**src/rtl/instr_fetch_queue.sv**
```systemverilog
// rtl/instr_fetch_queue.sv - instruction fetch queue between fetch and decode stages
module instr_fetch_queue #(
  parameter int DEPTH = 4,
  parameter int AW    = $clog2(DEPTH)
) (
  input  logic          clk,
  input  logic          reset,
  input  logic          in_valid,
  input  logic [31:0]   in_instr,
  input  logic [31:0]   in_pc4,
  output logic          in_ready,
  output logic          out_valid,
  output logic [31:0]   out_instr,
  output logic [31:0]   out_pc4,
  output logic [31:0]   out_pc8,
  input  logic          out_ready,
  input  logic          flush,
  output logic [AW:0]   count
);

  // One spare pointer bit distinguishes full from empty when the index bits match.
  logic [AW:0]   wr_ptr;
  logic [AW:0]   rd_ptr;
  logic [31:0]   mem_instr [DEPTH];
  logic [31:0]   mem_pc4   [DEPTH];

  logic          empty;
  logic          full;
  logic          push;
  logic          pop;
  logic [AW-1:0] wr_idx;
  logic [AW-1:0] rd_idx;

  assign wr_idx = wr_ptr[AW-1:0];
  assign rd_idx = rd_ptr[AW-1:0];

  assign empty = (wr_ptr == rd_ptr);
  assign full  = (wr_idx == rd_idx) && (wr_ptr[AW] != rd_ptr[AW]);

  // Handshakes come only from registered pointers, so a full queue never
  // accepts a push in the same cycle decode frees a slot.
  assign in_ready  = !full;
  assign out_valid = !empty;

  // A redirect kills both handshakes so the in-flight fetch and the head are
  // both left untouched by the pointer update.
  assign push = in_valid && in_ready && !flush;
  assign pop  = out_valid && out_ready && !flush;

  assign count = wr_ptr - rd_ptr;

  // An empty queue presents a NOP at PC 0 so decode sees a harmless head.
  assign out_instr = empty ? 32'h0000_0000 : mem_instr[rd_idx];
  assign out_pc4   = empty ? 32'h0000_0000 : mem_pc4[rd_idx];
  assign out_pc8   = out_pc4 + 32'd4;

  // Pointer update: flush rewinds both pointers to zero, otherwise advance on handshakes.
  always_ff @(posedge clk or negedge reset) begin
    if (!reset) begin
      wr_ptr <= '0;
      rd_ptr <= '0;
    end else if (flush) begin
      wr_ptr <= '0;
      rd_ptr <= '0;
    end else begin
      if (push) wr_ptr <= wr_ptr + 1'b1;
      if (pop)  rd_ptr <= rd_ptr + 1'b1;
    end
  end

  // Entry storage is written only by an accepted push and is never cleared.
  always_ff @(posedge clk) begin
    if (push && reset) begin
      mem_instr[wr_idx] <= in_instr;
      mem_pc4[wr_idx]   <= in_pc4;
    end
  end

endmodule

```
**config.mk**
```make
export PLATFORM = sky130hd
export DESIGN_NAME = instr_fetch_queue
export DESIGN_NICKNAME = d
export VERILOG_FILES = /design/src/rtl/instr_fetch_queue.sv
export SDC_FILE = /design/constraint.sdc
export NUM_CORES = 1
export LEC_CHECK = 0
export ABC_CLOCK_PERIOD_IN_PS = 10150
export CELL_PAD_IN_SITES_DETAIL_PLACEMENT = 0
export CELL_PAD_IN_SITES_GLOBAL_PLACEMENT = 1
export CORE_UTILIZATION = 40
export CTS_BUF_LIST = sky130_fd_sc_hd__clkbuf_16
export DETAILED_ROUTE_END_ITERATION = 12
export PLACE_DENSITY = 0.78
export SLEW_MARGIN = 40
export SYNTH_ARGS = -nofsm -noshare
export SYNTH_HDL_FRONTEND = slang
export SYNTH_SLANG_ARGS = --single-unit
```
**constraint.sdc**
```tcl
create_clock -name clk -period 10.15 [get_ports clk]
set_input_delay 2.03 -clock clk [delete_from_list [all_inputs] [get_ports clk]]
set_output_delay 2.03 -clock clk [all_outputs]
set_load 0.1 [all_outputs]
```
# Word level (Yosys, flattened, before mapping)
# Memories as Yosys holds them, arrays and structs flattened.
# Index checks and enable logic that the tools add are counted.
[word_totals] reg_bits=6 input_bits=69 elab_cells=30 mem_count=2 mem_bits_rw=256
[classes] addsub=4 reduce_logical=11 n_mux=8 n_eq_ne=3
[mem_list] memory="mem_instr" depth=4 word_bits=32 read_ports=1 rd_ports_with_merged_regs=0 wr=1 line="24" rtl="logic [31:0] mem_instr [DEPTH];"
[mem_list] memory="mem_pc4" depth=4 word_bits=32 read_ports=1 rd_ports_with_merged_regs=0 wr=1 line="25" rtl="logic [31:0] mem_pc4 [DEPTH];"
[ops] op="$mux 32" count=2
[ops] op="$add 32x3->32 const B" count=1
[ops] op="$mux 3" count=4
[ops] op="$add 3x1->3 const B" count=2
[ops] op="$logic_and 1x1->1" count=6
[ops] op="$reduce_bool 2->1" count=2
[ops] op="$eq 3x3->1" count=1
[ops] op="$logic_not 1->1" count=3
[ops] op="$sub 3x3->3" count=1
[ops] op="$eq 2x2->1" count=1
[ops] op="$mux 1" count=2
[ops] op="$ne 1x1->1" count=1

# Longest topological paths before layout
[logic_depth] depth_word=8 mapped_depth=16 depth_no_buf=11

# Worst setup path after synthesis
# OpenSTA, ideal clock, no wires.
[synth_path] kind="reg-to-output" start="reg rd_ptr[1]" end="out out_pc8[14]" path_stages_with_launch=15 required_ns=8.120 path_buffers=4 arrival_ns=6.855 slack_ns=1.265 path_cell_list="dfrtp_1 -> buf_2 -> buf_2 -> buf_2 -> buf_2 -> inv_1 -> ha_1 -> nand2_1 -> o21ai_1 -> inv_1 -> ha_1 -> and3_1 -> nand4_1 -> nor3_1 -> xor2_1"
[synth_between] elab_chain_len=3 elab_cells_between_ends=4
[synth_lines] item="from (decl)" line="23" rtl="logic [AW:0] rd_ptr;"
[synth_lines] item="from (signal assigned)" line="67" rtl="if (pop) rd_ptr <= rd_ptr + 1'b1;"
[synth_lines] item="$mem_v2 4x32 or $eq 3x3->1 (tied branches)"
[synth_lines] item="$mux 32 (*)" line="54" rtl="assign out_pc4 = empty ? 32'h0000_0000 : mem_pc4[rd_idx];"
[synth_lines] item="net out_pc4[2]" line="14" rtl="output logic [31:0] out_pc4,"
[synth_lines] item="$add 32x3->32 (*)" line="55" rtl="assign out_pc8 = out_pc4 + 32'd4;"
[synth_lines] item="to (decl)" line="15" rtl="output logic [31:0] out_pc8,"
# Mark *: on every way through the listed nets, which the timed path passes. The rest lies on a longest branch.

# Final worst setup path
[layout_path] start="reg rd_ptr[1]" end="out out_pc8[30]"
[layout_between] elab_chain_len=3 elab_cells_between_ends=4
[layout_lines] item="$mem_v2 4x32 or $eq 3x3->1 (tied branches)"
[layout_lines] item="$mux 32 (*)" line="54"
[layout_lines] item="$add 32x3->32 (*)" line="55"
# Mark *: on every way between the ends. The rest lies on a longest branch, timed or not.

==> impl_metrics.py <==
metrics = {
    "routing": {
        "drt_pass1_iterations": 4,
        "wirelength_mm": 23.0,
        "via_per_inst": 5.26,
        "drtIter0Drc": 415,
        "routed-via-count": 5801,
        "ant_nets": 0,
        "wl_per_cell_um": 20.8,
        "drc": 0,
    },
    "global_routing": {
        "grt-ovfl-total": 0,
        "grt_pass1_wl_mm": 35.5,
        "antenna_found_initial": 3,
        "grt_util_all_layers_pct": 16.6,
        "grt_max_degree": 60,
        "grt_pass1_vias": 6176,
    },
    "timing": {
        "period_needed_ns": 6.57,
        "rsz0062_at_grt": "false",
        "whs_ns": 0.641,
        "fmax_mhz": 152,
        "timing.setup.tns_ns": 0,
        "slew_headroom_pct": 51.6,
        "worstMarginPinSlew_ns": 0.725,
        "final-max-slew-violation-count": 0,
        "finalClockSkew_ns": 0.0151,
        "finalCritPeriodShare_pct": 64.8,
        "setup_viol": 0,
        "hold_viol": 0,
    },
    "die": {
        "initial_core_util_pct": 40.6,
        "die_w_um": 167,
        "core_um2": 26900,
        "io_pins": 170,
        "die_area_um2": 27900,
        "die_y_um": 167,
        "rows": 60,
    },
    "cts": {
        "root_buffer": "clkbuf_16",
        "cts_post_setup_buffers_inserted": 0,
        "clkTransAtPathRegs_ns": 0.06,
        "tritoncts": "done",
        "insertion_delay_ns": 0.52,
        "holdBufCountCts": 0,
        "cts_buffers": 26,
        "cts_resized": 0,
        "htreeDepth": 1,
        "clk_path_buf_depth": 3,
        "cts_sinks": 262,
    },
    "setup_path": {
        "cp.arrival_ns": 4.54,
        "crit_path_end_kind": "primary output",
        "startpoint_type": "register",
        "setup.worst_path.class": "register to primary output",
        "cp_data_required_time_ns": 8.12,
        "path_cells": "buf_12 > inv_1 > ha_1 > nand2_1 > nor2_2 > inv_4 > and2_1 > ha_1 > nand3_1 > nor3_4 > nand4_1 > xnor2_1 > buf_2",
        "cpMostUsedCell": "ha_1",
        "cpMaxStageDelayCell": "dfrtp_4",
        "critPathMaxStageDelay_ns": 0.61,
        "crit_fanout": 59,
    },
    "cells_and_area": {
        "final_common_cell": "edfxtp_1",
        "syn2layout_area_growth_pct": 22.3,
        "final_cell_mix": "256 x edfxtp_1, 101 x buf_2, 68 x clkdlybuf4s50_1",
        "num-nets-final": 821,
        "drive_gt1_share_pct": 28.0,
    },
    "placed_design": {
        "dpl.hpwl_mm": 15.4,
        "finalWeightedCongestion": 0.818,
        "io_buffers": 169,
    },
    "pwr": {
        "p_leak_nw": 4.61,
        "power_mw": 3.73,
        "power_density_nw_per_um2": 280,
        "ir_drop_mv": 0.233,
    },
    "yosys": {
        "synth.cell_area_um2": 10900,
        "synth-seq-cells": 262,
        "synth_warnings": 0,
        "syn-num-nets": 640,
        "synth_cell_type_count": 40,
        "avgSynthCellArea_um2": 19.4,
        "synthesis.instances": 562,
        "seq_area_frac_synth_pct": 71.9,
        "async_flop_share_pct": 2.29,
        "synth_ff_type": "edfxtp_1",
        "synth-edff-count": 256,
    },
    "flow_run": {
        "maxCapViolCount": 0,
    },
    "min_path": {
        "holdCritPathClass": "register to register",
    },
    "run_status": {
        "outcome": "finished, final reports clean",
    },
}
==> synthesized netlist by cell type, drive strengths merged (2+ instances only) <==
| cell | count | area, um^2 |
|---|---|---|
| buf | 18 | 129 |
| inv | 16 | 60.1 |
| nand3 | 15 | 92.6 |
| edfxtp | 256 | 7690 |
| nor3 | 11 | 82.6 |
| mux4 | 64 | 1490 |
| and2 | 58 | 365 |
| nand2 | 15 | 56.3 |
| clkbuf | 6 | 22.5 |
| nor4 | 3 | 33.8 |
| a21oi | 2 | 10.0 |
| xnor2 | 21 | 184 |
| dfrtp | 6 | 150 |
| ha | 8 | 100 |
| o2111ai | 3 | 26.3 |
| o21ai | 6 | 33.8 |
| nand4 | 14 | 87.6 |
| nor2 | 16 | 62.6 |
| o211ai | 5 | 37.5 |
| xor2 | 13 | 133 |
==> sequential cells by signal, indices dropped and copies added (netlist names) <==
signal / cells
mem_instr: 128
mem_pc4: 128
rd_ptr: 3
wr_ptr: 3
==> through the flow <==
step | utilization (%) | cell area [um^2] | worst slack (ns) | std cells
floorplan | - | 10900 | 1.27 | 562
global placement | 48.0 | 12900 | 2.79 | 1049
detailed placement | 46.6 | 12500 | 4.05 | 1056
CTS | 49.6 | 13300 | 3.48 | 1101
global route | 49.6 | 13300 | 3.22 | 1102
finish | 49.6 | 13300 | 3.58 | 1103
==> worst paths after layout <==
check                                            from                         end  slack, ns  depth (start not counted)
worst max-delay path            rd_ptr[1]$_DFFE_PN0P_                 out_pc8[30]       3.58                         13
worst min-delay path            wr_ptr[1]$_DFFE_PN0P_       wr_ptr[1]$_DFFE_PN0P_       0.64                          2
worst max register to register  rd_ptr[1]$_DFFE_PN0P_  mem_instr[2][11]$_DFFE_PP_       6.91                          9
worst min register to register  wr_ptr[1]$_DFFE_PN0P_       wr_ptr[1]$_DFFE_PN0P_       0.64                          2
max in group asynchronous                       reset       rd_ptr[0]$_DFFE_PN0P_       8.12                          1
min in group asynchronous                       reset       rd_ptr[1]$_DFFE_PN0P_       1.77                          1
==> final cells by class <==
class | instances | area (um^2)
multi-input cells | 260 | 2860
clock inverters | 18 | 114
fillers | 2214 | 13500
well taps | 341 | 427
diodes | 2 | 5.00
flip-flops and latches | 262 | 7850
inverters | 16 | 62.6
clock buffers | 27 | 676
repair buffers | 177 | 1340
==> worst max-delay path: cells and delay by family (launching register included) <==
| kind | cells | cell delay, ns |
|---|---|---|
| flip-flops | 1 | 0.61 |
| buffers and inverters | 4 | 1.21 |
| AND/OR/NAND/NOR | 6 | 1.49 |
| adder cells (fa/ha/maj) | 2 | 0.50 |
| XOR/XNOR | 1 | 0.18 |
==> cell families (layout without fill, tap and decap cells) <==
| logic type | Yosys count | count (layout) | share of synthesized area (%) |
|---|---|---|---|
| fa+ha+maj | 9 | 9 | 1.10 |
| buf+inv | 40 | 238 | 1.94 |
| compound gates | 17 | 17 | 1.06 |
| simple gates | 136 | 136 | 7.43 |
| xor+xnor | 34 | 34 | 2.90 |
| flops | 262 | 262 | 71.9 |
| mux | 64 | 64 | 13.7 |
| other cells | 0 | 2 | 0 |
==> power by group <==
group	leakage (nW)	switching [mW]	total [mW]	internal, mW
registers	2.39	0.0182	1.23	1.21
logic	1.80	1.33	1.63	0.297
clock network	0.412	0.374	0.878	0.504
total	4.61	1.72	3.73	2.01
==> per-layer routing <==
layer | vias to the layer above | routed length [um] | global-route usage, %
li1 | 2605 | - | -
met4 | 0 | 410 | 3.99
met1 | 2947 | 9720 | 21.6
met2 | 212 | 11400 | 29.0
met3 | 37 | 1440 | 3.02
met5 | - | 0 | 0
Note: power is estimated with default switching activity, not from simulation.
